[src/rtl/id_stage_if.sv]
// ID/EX channel: the held decoded entry presented to execute under a valid/ready handshake.
// The master (id_stage) drives the entry and valid; the slave (execute) drives ready.
interface id_stage_if;
  logic        id_valid;
  logic        id_ready;
  logic [31:0] id_pc;
  logic [31:0] id_rs1_val;
  logic [31:0] id_rs2_val;
  logic [31:0] id_imm;
  logic [4:0]  id_rd;
  logic [6:0]  id_opcode;
  logic [2:0]  id_funct3;
  logic        id_funct7b5;
  logic        id_regwrite;
  logic        id_is_load;
  logic        id_illegal;

  modport master (
    output id_valid, id_pc, id_rs1_val, id_rs2_val, id_imm, id_rd,
           id_opcode, id_funct3, id_funct7b5, id_regwrite, id_is_load, id_illegal,
    input  id_ready
  );

  modport slave (
    input  id_valid, id_pc, id_rs1_val, id_rs2_val, id_imm, id_rd,
           id_opcode, id_funct3, id_funct7b5, id_regwrite, id_is_load, id_illegal,
    output id_ready
  );
endinterface

[src/rtl/id_stage.sv]
// RV32I decode stage: regfile read addressing, operand capture, immediate/control decode,
// one held ID/EX entry, load-use hazard detection with LOAD_BUBBLES bubble cycles.
// Optional feature macro ID_WB_BYPASS_EN: when defined, a writeback to a used source in the
// accept cycle is bypassed into the operand; when undefined, such a conflict stalls fetch one cycle.
module id_stage #(
  parameter int XLEN         = 32,
  parameter int LOAD_BUBBLES = 1
) (
  input  logic            clk,
  input  logic            rst,
  input  logic            if_valid,
  output logic            if_ready,
  input  logic [XLEN-1:0] if_instr,
  input  logic [XLEN-1:0] if_pc,
  output logic [4:0]      rf_rs1,
  output logic [4:0]      rf_rs2,
  input  logic [XLEN-1:0] rf_rdata1,
  input  logic [XLEN-1:0] rf_rdata2,
  input  logic            wb_regwrite,
  input  logic [4:0]      wb_rd,
  input  logic [XLEN-1:0] wb_wdata,
  input  logic            flush,
  id_stage_if.master      idx
);

  localparam logic [6:0] OP_LUI    = 7'b0110111;
  localparam logic [6:0] OP_AUIPC  = 7'b0010111;
  localparam logic [6:0] OP_JAL    = 7'b1101111;
  localparam logic [6:0] OP_JALR   = 7'b1100111;
  localparam logic [6:0] OP_BRANCH = 7'b1100011;
  localparam logic [6:0] OP_LOAD   = 7'b0000011;
  localparam logic [6:0] OP_STORE  = 7'b0100011;
  localparam logic [6:0] OP_OPIMM  = 7'b0010011;
  localparam logic [6:0] OP_OP     = 7'b0110011;

  logic [6:0]  opcode;
  logic [4:0]  rs1, rs2, rd;
  logic        legal, use_rs1, use_rs2, regwrite_d;
  logic [31:0] imm_d, rs1_val_d, rs2_val_d;
  logic        byp1, byp2, wb_stall, hazard, accept;
  logic [1:0]  cnt;

  assign opcode = if_instr[6:0];
  assign rd     = if_instr[11:7];
  assign rs1    = if_instr[19:15];
  assign rs2    = if_instr[24:20];
  assign rf_rs1 = rs1;
  assign rf_rs2 = rs2;

  // Opcode classification, source usage and sign-extended immediate.
  always_comb begin
    // NOTE: every output of a combinational block gets a default first so no latch is inferred.
    legal   = 1'b1;
    use_rs1 = 1'b1;
    use_rs2 = 1'b0;
    imm_d   = '0;
    case (opcode)
      OP_LUI, OP_AUIPC: begin
        use_rs1 = 1'b0;
        imm_d   = {if_instr[31:12], 12'b0};
      end
      OP_JAL: begin
        use_rs1 = 1'b0;
        imm_d   = {{12{if_instr[31]}}, if_instr[19:12], if_instr[20], if_instr[30:21], 1'b0};
      end
      OP_JALR, OP_LOAD, OP_OPIMM: imm_d = {{20{if_instr[31]}}, if_instr[31:20]};
      OP_STORE: begin
        use_rs2 = 1'b1;
        imm_d   = {{20{if_instr[31]}}, if_instr[31:25], if_instr[11:7]};
      end
      OP_BRANCH: begin
        use_rs2 = 1'b1;
        imm_d   = {{20{if_instr[31]}}, if_instr[7], if_instr[30:25], if_instr[11:8], 1'b0};
      end
      OP_OP:   use_rs2 = 1'b1;
      default: legal   = 1'b0;
    endcase
  end

  assign regwrite_d = legal && (opcode != OP_BRANCH) && (opcode != OP_STORE);

`ifdef ID_WB_BYPASS_EN
  assign byp1     = use_rs1 && wb_regwrite && (wb_rd == rs1);
  assign byp2     = use_rs2 && wb_regwrite && (wb_rd == rs2);
  assign wb_stall = 1'b0;
`else
  assign byp1     = 1'b0;
  assign byp2     = 1'b0;
  assign wb_stall = wb_regwrite && (wb_rd != 5'd0) &&
                    ((use_rs1 && (wb_rd == rs1)) || (use_rs2 && (wb_rd == rs2)));
`endif

  // x0 always reads as zero; otherwise take the bypassed writeback or the regfile value.
  assign rs1_val_d = (rs1 == 5'd0) ? '0 : (byp1 ? wb_wdata : rf_rdata1);
  assign rs2_val_d = (rs2 == 5'd0) ? '0 : (byp2 ? wb_wdata : rf_rdata2);

  // Load-use: the held load's destination is a source of the presented instruction.
  assign hazard = idx.id_valid && idx.id_is_load && (idx.id_rd != 5'd0) &&
                  ((use_rs1 && (rs1 == idx.id_rd)) || (use_rs2 && (rs2 == idx.id_rd)));

  assign if_ready = !rst && !flush && (!idx.id_valid || idx.id_ready) &&
                    !hazard && (cnt == 2'd0) && !wb_stall;
  assign accept   = if_valid && if_ready;

  // ID/EX entry register and load-use bubble counter.
  always_ff @(posedge clk) begin
    // NOTE: sequential state uses non-blocking assignments so every register samples pre-edge values.
    if (rst) begin
      idx.id_valid    <= 1'b0;
      idx.id_pc       <= '0;
      idx.id_rs1_val  <= '0;
      idx.id_rs2_val  <= '0;
      idx.id_imm      <= '0;
      idx.id_rd       <= '0;
      idx.id_opcode   <= '0;
      idx.id_funct3   <= '0;
      idx.id_funct7b5 <= 1'b0;
      idx.id_regwrite <= 1'b0;
      idx.id_is_load  <= 1'b0;
      idx.id_illegal  <= 1'b0;
      cnt             <= '0;
    end else if (flush) begin
      idx.id_valid <= 1'b0;
      cnt          <= '0;
    end else begin
      if (accept) begin
        idx.id_valid    <= 1'b1;
        idx.id_pc       <= if_pc;
        idx.id_rs1_val  <= rs1_val_d;
        idx.id_rs2_val  <= rs2_val_d;
        idx.id_imm      <= imm_d;
        idx.id_rd       <= regwrite_d ? rd : 5'd0;
        idx.id_opcode   <= opcode;
        idx.id_funct3   <= if_instr[14:12];
        idx.id_funct7b5 <= if_instr[30];
        idx.id_regwrite <= regwrite_d;
        idx.id_is_load  <= (opcode == OP_LOAD);
        idx.id_illegal  <= !legal;
      end else if (idx.id_ready) begin
        idx.id_valid <= 1'b0;
      end
      if (idx.id_valid && idx.id_ready && hazard) cnt <= 2'(LOAD_BUBBLES);
      else if (cnt != 2'd0)                       cnt <= cnt - 2'd1;
    end
  end

endmodule

[src/flat_wrapper.sv]
// flat-port wrapper written by rule: the top's interface ports become plain ports
module id_stage_flat 
#(
  parameter int XLEN         = 32,
  parameter int LOAD_BUBBLES = 1
)
  (clk, rst, if_valid, if_ready, if_instr, if_pc, rf_rs1, rf_rs2, rf_rdata1, rf_rdata2, wb_regwrite, wb_rd, wb_wdata, flush, idx_id_valid, idx_id_pc, idx_id_rs1_val, idx_id_rs2_val, idx_id_imm, idx_id_rd, idx_id_opcode, idx_id_funct3, idx_id_funct7b5, idx_id_regwrite, idx_id_is_load, idx_id_illegal, idx_id_ready);
  id_stage_if idx_i ();
  input  logic clk;
  input  logic rst;
  input  logic if_valid;
  output logic if_ready;
  input  logic [XLEN-1:0] if_instr;
  input  logic [XLEN-1:0] if_pc;
  output logic [4:0] rf_rs1;
  output logic [4:0] rf_rs2;
  input  logic [XLEN-1:0] rf_rdata1;
  input  logic [XLEN-1:0] rf_rdata2;
  input  logic wb_regwrite;
  input  logic [4:0] wb_rd;
  input  logic [XLEN-1:0] wb_wdata;
  input  logic flush;
  output wire logic [$bits(idx_i.id_valid)-1:0] idx_id_valid;
  output wire logic [$bits(idx_i.id_pc)-1:0] idx_id_pc;
  output wire logic [$bits(idx_i.id_rs1_val)-1:0] idx_id_rs1_val;
  output wire logic [$bits(idx_i.id_rs2_val)-1:0] idx_id_rs2_val;
  output wire logic [$bits(idx_i.id_imm)-1:0] idx_id_imm;
  output wire logic [$bits(idx_i.id_rd)-1:0] idx_id_rd;
  output wire logic [$bits(idx_i.id_opcode)-1:0] idx_id_opcode;
  output wire logic [$bits(idx_i.id_funct3)-1:0] idx_id_funct3;
  output wire logic [$bits(idx_i.id_funct7b5)-1:0] idx_id_funct7b5;
  output wire logic [$bits(idx_i.id_regwrite)-1:0] idx_id_regwrite;
  output wire logic [$bits(idx_i.id_is_load)-1:0] idx_id_is_load;
  output wire logic [$bits(idx_i.id_illegal)-1:0] idx_id_illegal;
  input wire logic [$bits(idx_i.id_ready)-1:0] idx_id_ready;
  assign idx_id_valid = idx_i.id_valid;
  assign idx_id_pc = idx_i.id_pc;
  assign idx_id_rs1_val = idx_i.id_rs1_val;
  assign idx_id_rs2_val = idx_i.id_rs2_val;
  assign idx_id_imm = idx_i.id_imm;
  assign idx_id_rd = idx_i.id_rd;
  assign idx_id_opcode = idx_i.id_opcode;
  assign idx_id_funct3 = idx_i.id_funct3;
  assign idx_id_funct7b5 = idx_i.id_funct7b5;
  assign idx_id_regwrite = idx_i.id_regwrite;
  assign idx_id_is_load = idx_i.id_is_load;
  assign idx_id_illegal = idx_i.id_illegal;
  assign idx_i.id_ready = idx_id_ready;
  id_stage #(.XLEN(XLEN), .LOAD_BUBBLES(LOAD_BUBBLES)) u_core (.clk(clk), .rst(rst), .if_valid(if_valid), .if_ready(if_ready), .if_instr(if_instr), .if_pc(if_pc), .rf_rs1(rf_rs1), .rf_rs2(rf_rs2), .rf_rdata1(rf_rdata1), .rf_rdata2(rf_rdata2), .wb_regwrite(wb_regwrite), .wb_rd(wb_rd), .wb_wdata(wb_wdata), .flush(flush), .idx(idx_i));
endmodule
[config.mk]
export PLATFORM = sky130hd
export DESIGN_NAME = id_stage_flat
export DESIGN_NICKNAME = d
export VERILOG_FILES = /design/src/rtl/id_stage_if.sv /design/src/rtl/id_stage.sv /design/src/flat_wrapper.sv
export SDC_FILE = /design/constraint.sdc
export NUM_CORES = 1
export LEC_CHECK = 0
export CORE_MARGIN = 2
export CORE_UTILIZATION = 42
export CTS_BUF_LIST = sky130_fd_sc_hd__clkbuf_8
export CTS_CLUSTER_DIAMETER = 30
export CTS_CLUSTER_SIZE = 20
export DETAILED_ROUTE_END_ITERATION = 10
export PLACE_DENSITY = 0.83
export SETUP_SLACK_MARGIN = 0.02
export SLEW_MARGIN = 20
export SYNTH_ARGS = -nofsm -noshare
export SYNTH_HDL_FRONTEND = slang
export SYNTH_SLANG_ARGS = --single-unit
[constraint.sdc]
create_clock -name clk -period 3.2 [get_ports clk]
set_clock_uncertainty 0.2 [all_clocks]
set_input_delay 0.64 -clock clk [delete_from_list [all_inputs] [get_ports clk]]
set_output_delay 0.64 -clock clk [all_outputs]
set_load 0.03 [all_outputs]
* Word level (Yosys, flattened, before mapping)
Index checks and enable logic that the tools add are counted.
** Cells by class
- Add/subtract/negate cells :: 1
- Eq/ne operators :: 15
- Mux-type cells :: 11
- Bitwise logic cells :: 1
- Reductions and logical operators :: 44
** Operators by type and width (count)
- 32-bit case mux with 5 select lines :: 1
- 32-bit two-way mux :: 2
- 7-bit by 6-bit == test with 1-bit output, second input constant :: 3
- 7-bit == test, second input constant :: 3
- 5-bit == test :: 4
- 1-bit logical AND :: 19
- 7-bit by 5-bit == test with 1-bit output, second input constant :: 2
- 3-bit OR reduction :: 4
- 5-bit zero test :: 2
- 5-bit nonzero test :: 2
- 9-bit OR reduction :: 1
- 7-bit by 2-bit == test with 1-bit output, second input constant :: 1
- 1-bit two-way mux :: 7
- 7-bit by 6-bit != test with 1-bit output, second input constant :: 1
- 7-bit != test, second input constant :: 1
- 1-bit zero test :: 6
- 2-bit nonzero test :: 3
- 5-bit two-way mux :: 1
- 2-bit OR reduction :: 2
- 1-bit logical OR :: 3
- 2-bit zero test :: 1
- 2-bit AND reduction :: 1
- 2-bit by 1-bit subtractor with 2-bit output, second input constant :: 1
- 1-bit NOT :: 1
** Word-level totals
- Register bits after elaboration :: 150
- Bits of input ports :: 171
- Logic and storage cells :: 86

* Longest topological paths before layout
Gate-level depths: netlist of run 1.
- Word-level depth :: 12
- Mapped depth :: 9
- Mapped depth without buffers :: 6

* Least setup slack after synthesis of run 1
Ideal clock, no wire load.
- Kind :: input to output
- From :: input wb_rd[0]
- To :: output if_ready
- Arrival :: 2.445 ns
- Path slack :: -0.085 ns
- Stages :: 7
- Path through :: or4_1 -> o21ai_2 -> nor4_1 -> nor3_2 -> buf_2 -> buf_2 -> o311a_1
** Between the ends
- Cells in the longest elaborated chain, start to end :: 6
** Ends and longest elaborated chain
- from (decl) :: line flat_wrapper.sv:20 : input logic [4:0] wb_rd;
- 5-bit == test :: line id_stage.sv:90 : ((use_rs1 && (wb_rd == rs1)) || (use_rs2 && (wb_rd == rs2)));
- 1-bit logical AND :: line id_stage.sv:90
- 1-bit logical OR :: line id_stage.sv:90
- 1-bit logical AND (*) :: line id_stage.sv:89 : assign wb_stall = wb_regwrite && (wb_rd != 5'd0) &&
- 1-bit zero test (*) :: line id_stage.sv:102 : !hazard && (cnt == 2'd0) && !wb_stall;
- 1-bit logical AND (*) :: line id_stage.sv:102
- to (decl) :: line flat_wrapper.sv:12 : output logic if_ready;
Mark *: on every way between the ends. The rest lies on a longest branch, timed or not.

* Final worst setup path of run 1
- From :: input if_instr[16]
- To :: output if_ready
** Between the ends
- Cells in the longest elaborated chain, start to end :: 8
** Ends and longest elaborated chain
- from (decl) :: line flat_wrapper.sv:13 : input logic [XLEN-1:0] if_instr;
- 5-bit == test :: line id_stage.sv:99 : ((use_rs1 && (rs1 == idx.id_rd)) || (use_rs2 && (rs2 == idx.id_rd)));
- 1-bit logical AND :: line id_stage.sv:99
- 1-bit logical OR :: line id_stage.sv:99
- 1-bit logical AND :: line id_stage.sv:98 : assign hazard = idx.id_valid && idx.id_is_load && (idx.id_rd != 5'd0) &&
- 1-bit zero test :: line id_stage.sv:102
- 1-bit logical AND :: line id_stage.sv:101 : assign if_ready = !rst && !flush && (!idx.id_valid || idx.id_ready) &&
- 1-bit logical AND :: line id_stage.sv:102
- 1-bit logical AND (*) :: line id_stage.sv:102
Marks and branches as above.

==> impl_summary.txt, run 1 <==
----------------------------------------------------
[Drt]
  Initial DRT Pass Iterations ... 5
  DR iter-0 viols ... approximately 480
  DRC errors left ... 0
  Routed wire length ... between 20000 and 25000 um
  Via-to-Cell Ratio ... 5.45
  Number of vias in the routed layout ... between 7000 and 8000
  Number of nets with antenna violations after routing ... 0
  Average wire per cell in the routed design ... ~18 um

[Synthesis]
  Top cell type's share of synthesized area ... around 44%
  Count of flip-flops with a built-in enable after synthesis ... 0
  Average cell area after synthesis ... between 8 and 9 um^2
  Largest cells by area after synthesis ... sky130_fd_sc_hd__dfxtp_1 (44%), sky130_fd_sc_hd__nand2b_1 (7.2%), sky130_fd_sc_hd__nand4_1 (7.1%)
  Portion of the post-synthesis area used by sequential elements ... 44.3%
  Nets in the synthesized netlist ... approximately 950
  Count of state elements after synthesis ... 150
  Ys Warns ... 0
  Number of distinct library cell variants in the gate-level netlist after synthesis ... just under 50
  Share of flip-flops with an asynchronous set or reset after synthesis ... 0%
  Summed instance area of the synthesized netlist ... between 6000 and 7000 um^2
  Dominant register cell in the synthesized netlist ... sky130_fd_sc_hd__dfxtp_1
  Number of instances in the synthesized netlist ... between 700 and 800
  Area leader, netlist ... sky130_fd_sc_hd__dfxtp_1

[CTS]
  CTS tree ... built
  Clock Pin Slew Worst Setup and Hold Paths ... around 0.080 ns
  Clk buf depth ... 2
  Clock buffers created by TritonCTS ... 17
  Number of sinks driven by the clock tree ... 150
  Clock Latency Late Sink ... roughly 0.45 ns
  H-Tree Depth ... 4
  Clock root buffer ... sky130_fd_sc_hd__clkbuf_8

[Worst setup path]
  Path type of the worst setup path ... in2out
  Capturing element type of the critical path ... primary output
  Worst Path Required ... between 2 and 2.5 ns
  Critical path startpoint category ... input port
  Setup slack of the most critical reg-to-reg path ... 0.42 ns
  Critical Path Fanout Max ... 2
  Data arrival time of the critical path ... approximately 2.3 ns

[Placed design]
  Placed Area ... a little over 10000 um^2
  Placed wire-length estimate after detailed placement ... ~16000 um
  PortBufs ... about 300
  Global placement routability congestion ... between 0.8 and 0.9
  Inst Count DP ... ~1300

[Final layout]
  Count of nets after finishing ... 1261
  Post-route cell area ... approximately 11000 um^2
  Fin cells ... 1321
  Share of layout cells above drive strength 1 ... 14.7%
  Filler cell count ... 1294
  Area Overhead vs Synth ... 59.9%

[Timing]
  Number of setup violations in the final report ... 0
  Slew Limit Headroom ... 31.4%
  Post-route minimum period ... around 3.1 ns
  Total count of hold-check failures in the final report ... 0
  Final slew viol count ... 0
  Achievable clock frequency ... ~320 MHz
  Fin crit share ... between 90% and 100%
  Actual slew at the worst max-slew pin ... 1.02 ns
  Unrepaired setup endpoints after global routing ... false

[Flow run]
  Number of violations of the max-capacitance limit ... 0

[Floorplan]
  Vert. Die Dim ... 131 um
  Area of the core region ... between 15000 and 20000 um^2
  Die Span X ... between 100 and 150 um
  Cell Rows ... 46
  Starting Density ... 42.8%
  Number of I/O pins ... 330
  Die Area ... 17200 um^2

[Power]
  Cell leakage power ... between 3 and 4 nW
  Maximum vdd drop ... 0.250 mV
  PD cells ... about 400 nW/um^2

[Global routing]
  Antenna violations before repair ... 4
  Global routing usage on met2 ... between 40% and 50%
  M1 GR Usage ... 31.6%
  Met3 global-route usage ... between 10% and 20%
  Global-route wire length before repair ... between 30000 and 40000 um
  Overall Global Routing Usage ... between 20% and 30%
  GRT overflow ... 0
  Number of global-route vias before repair ... 6664
  Routing layer with the top usage in global route ... met2
  Pin count of the biggest net entering global routing ... between 150 and 200

[Outcome]
  Result of the run ... finished clean

[Hold path]
  Class of the tightest hold or removal check ... reg2reg

----------------------------------------------------
-- registers in the layout, summed over array words and instances, names as in the netlist --
signal,count
u_core.cnt,2
u_core.idx.id_funct3,3
u_core.idx.id_funct7b5,1
u_core.idx.id_illegal,1
u_core.idx.id_imm,32
u_core.idx.id_is_load,1
u_core.idx.id_opcode,7
u_core.idx.id_pc,32
u_core.idx.id_rd,5
u_core.idx.id_regwrite,1
u_core.idx.id_rs1_val,32
u_core.idx.id_rs2_val,32
u_core.idx.id_valid,1
-- power breakdown --
group,switching [W],total [W],internal (W),leakage (nW)
clock network,0.000742,0.00158,0.000841,0.216
registers,0.0000337,0.00196,0.00193,1.22
logic,0.000476,0.000903,0.000427,2.33
total,0.00125,0.00445,0.00320,3.77
-- routing by layer --
layer	part of all wire (%)	vias to the layer above
li1	-	3444
met1	39	3383
met2	47	327
met3	12	42
met4	2.4	2
met5	0.030	-
-- cells by family after synthesis --
group,synth area share (%)
DFF,44.3
buffers and inverters,7.81
adders and majority gates,0.185
xor gates and xnor gates,2.71
and+or+nand+nor,22.2
AOI/OAI and AO/OA,22.8
-- cells in the mapped netlist (2+ instances only) --
master / number
sky130_fd_sc_hd__nand2_1: 21
sky130_fd_sc_hd__nand3_1: 50
sky130_fd_sc_hd__buf_6: 12
sky130_fd_sc_hd__nor3_1: 7
sky130_fd_sc_hd__a311oi_2: 10
sky130_fd_sc_hd__buf_4: 11
sky130_fd_sc_hd__dfxtp_1: 150
sky130_fd_sc_hd__clkbuf_2: 2
sky130_fd_sc_hd__buf_2: 28
sky130_fd_sc_hd__or4_1: 2
sky130_fd_sc_hd__a21boi_0: 2
sky130_fd_sc_hd__nor4_1: 3
sky130_fd_sc_hd__nand4_1: 77
sky130_fd_sc_hd__a211oi_2: 14
sky130_fd_sc_hd__o21ai_1: 76
sky130_fd_sc_hd__o311a_1: 2
sky130_fd_sc_hd__o21ai_0: 51
sky130_fd_sc_hd__nor2b_1: 2
sky130_fd_sc_hd__nor2_1: 8
sky130_fd_sc_hd__inv_1: 5
sky130_fd_sc_hd__a21oi_1: 82
sky130_fd_sc_hd__xnor2_1: 15
sky130_fd_sc_hd__o211ai_1: 2
sky130_fd_sc_hd__nand2b_1: 78
sky130_fd_sc_hd__a22oi_1: 4
sky130_fd_sc_hd__xor2_1: 6
sky130_fd_sc_hd__clkbuf_1: 38
-- worst max-delay path, cell delays in order --
cell and delay [ns]:
sky130_fd_sc_hd__clkdlybuf4s50_1 0.60, sky130_fd_sc_hd__xnor2_2 0.15, sky130_fd_sc_hd__o211ai_1 0.10, sky130_fd_sc_hd__or4_4 0.51, sky130_fd_sc_hd__o311a_4 0.15, sky130_fd_sc_hd__buf_12 0.14
-- path summary, 6_finish.rpt --
path | start | to | cells after the start
setup reg to reg | u_core.idx.id_rd[3]$_SDFFE_PP0P_ | u_core.idx.id_opcode[6]$_SDFFE_PP0P_ | 9
setup / recovery | if_instr[16] | if_ready | 6
hold / removal | u_core.idx.id_rs2_val[26]$_SDFFE_PP0P_ | u_core.idx.id_rs2_val[26]$_SDFFE_PP0P_ | 2
hold reg to reg | u_core.idx.id_rs2_val[26]$_SDFFE_PP0P_ | u_core.idx.id_rs2_val[26]$_SDFFE_PP0P_ | 2
-- placed cells by master (no fill, tap or decap), drive strengths merged, types with 15 or more instances in the layout --
master and n:
clkdlybuf4s50 276, dfxtp 150, o21ai 128, buf 86, a21oi 82, nand2b 78, nand4 77, nand3 50
nand2 21, clkbuf 18, xnor2 15
-- stage by stage --
step	TNS, ns	util, %	worst slack [ns]	hold WS [ns]	power (W)
final	0	68.5	0.0599	0.264	0.00445
after global routing	0	68.5	0.0293	0.286	0.00461
after CTS	0	67.9	0.0250	0.268	0.00447
after detailed placement	-16.59	64.5	-0.225	0.253	0.00290
after global placement	-13.39	64.5	-0.160	0.250	0.00289
after floorplan	0	-	0.0464	0.331	0.00245
-- repair_timing --
action                                 in CTS  in global routing
setup endpoints to repair                   1                  1
buffers inserted                           10                  4
cloned                                      0                  0
hold buffers                                0                  0
pin swaps                                  12                 10
endpoints found under the hold margin       0                  0
resized for setup                          24                 18
-- final cells by class --
cell class | instances | area (um^2) | area share [%]
antenna | 3 | 7.51 | 0.0692
tap | 216 | 270 | 2.49
inverter | 5 | 18.8 | 0.173
clock buffer | 17 | 234 | 2.16
timing repair buffer | 381 | 3740 | 34.5
multi-input combinational | 534 | 3370 | 31.1
sequential | 150 | 3020 | 27.8
clock inverter | 15 | 186 | 1.72
No activity file was read; power rests on OpenSTA's default activity.
==> inputs of run 2 (changes only) <==
--- a/config.mk
+++ b/config.mk
@@ -14,3 +14,4 @@
 export PLACE_DENSITY = 0.83
-export SETUP_SLACK_MARGIN = 0.02
+export SETUP_SLACK_MARGIN = 0.3
+export SKIP_CTS_REPAIR_TIMING = 1
 export SLEW_MARGIN = 20
--- a/constraint.sdc
+++ b/constraint.sdc
@@ -4,2 +4,2 @@
 set_output_delay 0.64 -clock clk [all_outputs]
-set_load 0.03 [all_outputs]
+set_load 0.005 [all_outputs]
==> impl_summary.txt, run 2 (same netlist as run 1, synthesis figures left out) <==
----------------------------------------------------
[Placed design]
  Placed wire-length estimate after detailed placement ... 16900 um (was 16300 um)
  PortBufs ... 297 (unchanged)
  Global placement routability congestion ... 0.862 (was 0.845)
  Placed Area ... 10300 um^2 (was 10200 um^2)
  Worst slack at placement ... -0.474 ns (was -0.225 ns)
  Inst Count DP ... 1278 (was 1272)

[Floorplan]
  Number of I/O pins ... 330 (unchanged)
  Die Span X ... 131 um (unchanged)
  Vert. Die Dim ... 131 um (unchanged)
  Area of the core region ... 15800 um^2 (unchanged)
  Starting Density ... 42.8% (unchanged)
  Die Area ... 17200 um^2 (unchanged)
  Cell Rows ... 46 (unchanged)

[Drt]
  Via-to-Cell Ratio ... 5.45 (about the same)
  Number of nets with antenna violations after routing ... 0 (unchanged)
  Average wire per cell in the routed design ... 18.4 um (was 17.9 um)
  Initial DRT Pass Iterations ... 4 (was 5)
  Number of vias in the routed layout ... 7151 (was 7198)
  DR iter-0 viols ... 552 (was 482)
  Routed wire length ... 24100 um (was 23600 um)
  Detailed-route wire length on metal 1 ... 9690 um (was 9300 um)
  Uppermost routed layer ... met4 (was met5)
  Routed length on met2 ... 11800 um (was 11000 um)
  DRC errors left ... 0 (unchanged)
  Met3 Routed Length ... 1770 um (was 2720 um)

[Final layout]
  Leading cell type in the layout, fill and taps excluded ... sky130_fd_sc_hd__clkdlybuf4s50_1 (unchanged)
  Inserted Diodes ... 0 (was 3)
  Post-route cell area ... 10900 um^2 (was 10800 um^2)
  Area Overhead vs Synth ... 60.3% (was 59.9%)
  Fin cells ... 1312 (was 1321)
  Top library cells by usage in the layout, fill and taps aside ... sky130_fd_sc_hd__clkdlybuf4s50_1 (283), sky130_fd_sc_hd__dfxtp_1 (148), sky130_fd_sc_hd__a21oi_1 (80) (was sky130_fd_sc_hd__clkdlybuf4s50_1 (276), sky130_fd_sc_hd__dfxtp_1 (146), sky130_fd_sc_hd__a21oi_1 (80))
  Count of nets after finishing ... 1257 (was 1261)
  Share of layout cells above drive strength 1 ... 14.2% (was 14.7%)

[Timing]
  Actual slew at the worst max-slew pin ... 0.640 ns (was 1.02 ns)
  Slew Limit Headroom ... 57.3% (was 31.4%)
  Final slew viol count ... 0 (unchanged)
  Post-layout worst setup margin ... 0.0811 ns (was 0.0599 ns)
  Number of setup violations in the final report ... 0 (unchanged)
  Unrepaired setup endpoints after global routing ... true (was false)
  Fin crit share ... 97.5% (was 98.1%)
  Achievable clock frequency ... 321 MHz (was 318 MHz)
  Total count of hold-check failures in the final report ... 0 (unchanged)
  Final-layout setup total negative slack ... 0 ns (unchanged)
  Post-route minimum period ... 3.12 ns (was 3.14 ns)

[Global routing]
  Number of global-route vias before repair ... 6814 (was 6664)
  GRT overflow ... 0 (unchanged)
  Pin count of the biggest net entering global routing ... 153 (unchanged)
  Overall Global Routing Usage ... 26.7% (was 25.9%)
  Antenna violations before repair ... 0 (was 4)
  Global-route wire length before repair ... 35600 um (was 34700 um)

[Worst setup path]
  Worst Path Required ... 2.36 ns (about the same)
  Data arrival time of the critical path ... 2.28 ns (was 2.30 ns)
  Critical Path Fanout Max ... 3 (was 2)
  Stage delay of the slowest cell on the critical path ... 0.45 ns (was 0.60 ns)
  Path type of the worst setup path ... in2out (unchanged)
  Critical path cell sequence ... clkdlybuf4s50_1 -> buf_4 -> nand4b_1 -> nor2_1 -> or2_2 -> o311a_1 -> buf_2 (was clkdlybuf4s50_1 -> xnor2_2 -> o211ai_1 -> or4_4 -> o311a_4 -> buf_12)
  Critical path startpoint category ... input port (unchanged)
  Capturing element type of the critical path ... primary output (unchanged)
  Crit-path slowest cell ... sky130_fd_sc_hd__clkdlybuf4s50_1 (unchanged)

[Flow run]
  Number of violations of the max-capacitance limit ... 0 (unchanged)

[Outcome]
  Result of the run ... finished clean (unchanged)

[CTS]
  Clk buf depth ... 2 (unchanged)
  Clock Latency Late Sink ... 0.44 ns (was 0.45 ns)
  Number of sinks driven by the clock tree ... 150 (unchanged)
  Clock root buffer ... sky130_fd_sc_hd__clkbuf_8 (unchanged)
  H-Tree Depth ... 4 (unchanged)
  CTS tree ... built (unchanged)
  Clock buffers created by TritonCTS ... 17 (unchanged)
  Clock Pin Slew Worst Setup and Hold Paths ... 0.08 ns (about the same)

[Power]
  PD cells ... 395 nW/um^2 (was 410 nW/um^2)
  Cell leakage power ... 3.78 nW (was 3.77 nW)
  Maximum vdd drop ... 0.262 mV (was 0.250 mV)
  Total power ... 0.00430 W (was 0.00445 W)

[Hold path]
  Class of the tightest hold or removal check ... reg2reg (unchanged)

----------------------------------------------------
==> run 2: metrics by stage <==
stage,hold slack [ns],util [%]
after floorplan,0.259,-
after global placement,0.249,65.0
after detailed placement,0.254,65.0
after CTS,0.269,67.7
after global routing,0.283,68.7
final,0.266,68.7
==> run 2: path summary, 6_finish.rpt <==
path | cells after the start | end | from | slack, ns
hold / removal | 2 | u_core.idx.id_rs1_val[14]$_SDFFE_PP0P_ | u_core.idx.id_rs1_val[14]$_SDFFE_PP0P_ | 0.27
hold reg to reg | 2 | u_core.idx.id_rs1_val[14]$_SDFFE_PP0P_ | u_core.idx.id_rs1_val[14]$_SDFFE_PP0P_ | 0.27
setup reg to reg | 10 | u_core.idx.id_imm[27]$_SDFFE_PP0P_ | u_core.idx.id_rd[2]$_SDFFE_PP0P_ | 0.42
setup / recovery | 7 | if_ready | if_instr[6] | 0.08
==> run 2: where the power goes <==
part / switching [W] / total (W) / internal [W]
logic: 0.000346 / 0.000784 / 0.000438
registers: 0.0000355 / 0.00197 / 0.00193
clock network: 0.000712 / 0.00154 / 0.000833
==> run 2: critical path: cells and delay by family <==
kind	cells	cell delay (ns)
simple gates	3	0.52
buf+inv	3	0.76
compound gates	1	0.37
==> run 2: final cells by class <==
class,instances,area [um^2]
multi-input cells,534,3360
flip-flops and latches,150,3010
well taps,216,270
inverters,5,18.8
fillers,1221,4960
clock inverters,10,146
repair buffers,377,3790
clock buffers,20,275
==> run 2: metal layers <==
layer  global-route usage [%]  vias up
met5                        0        -
met4                     11.9        0
met3                     8.20       54
met2                     43.0      280
met1                     32.9     3383
li1                         -     3434
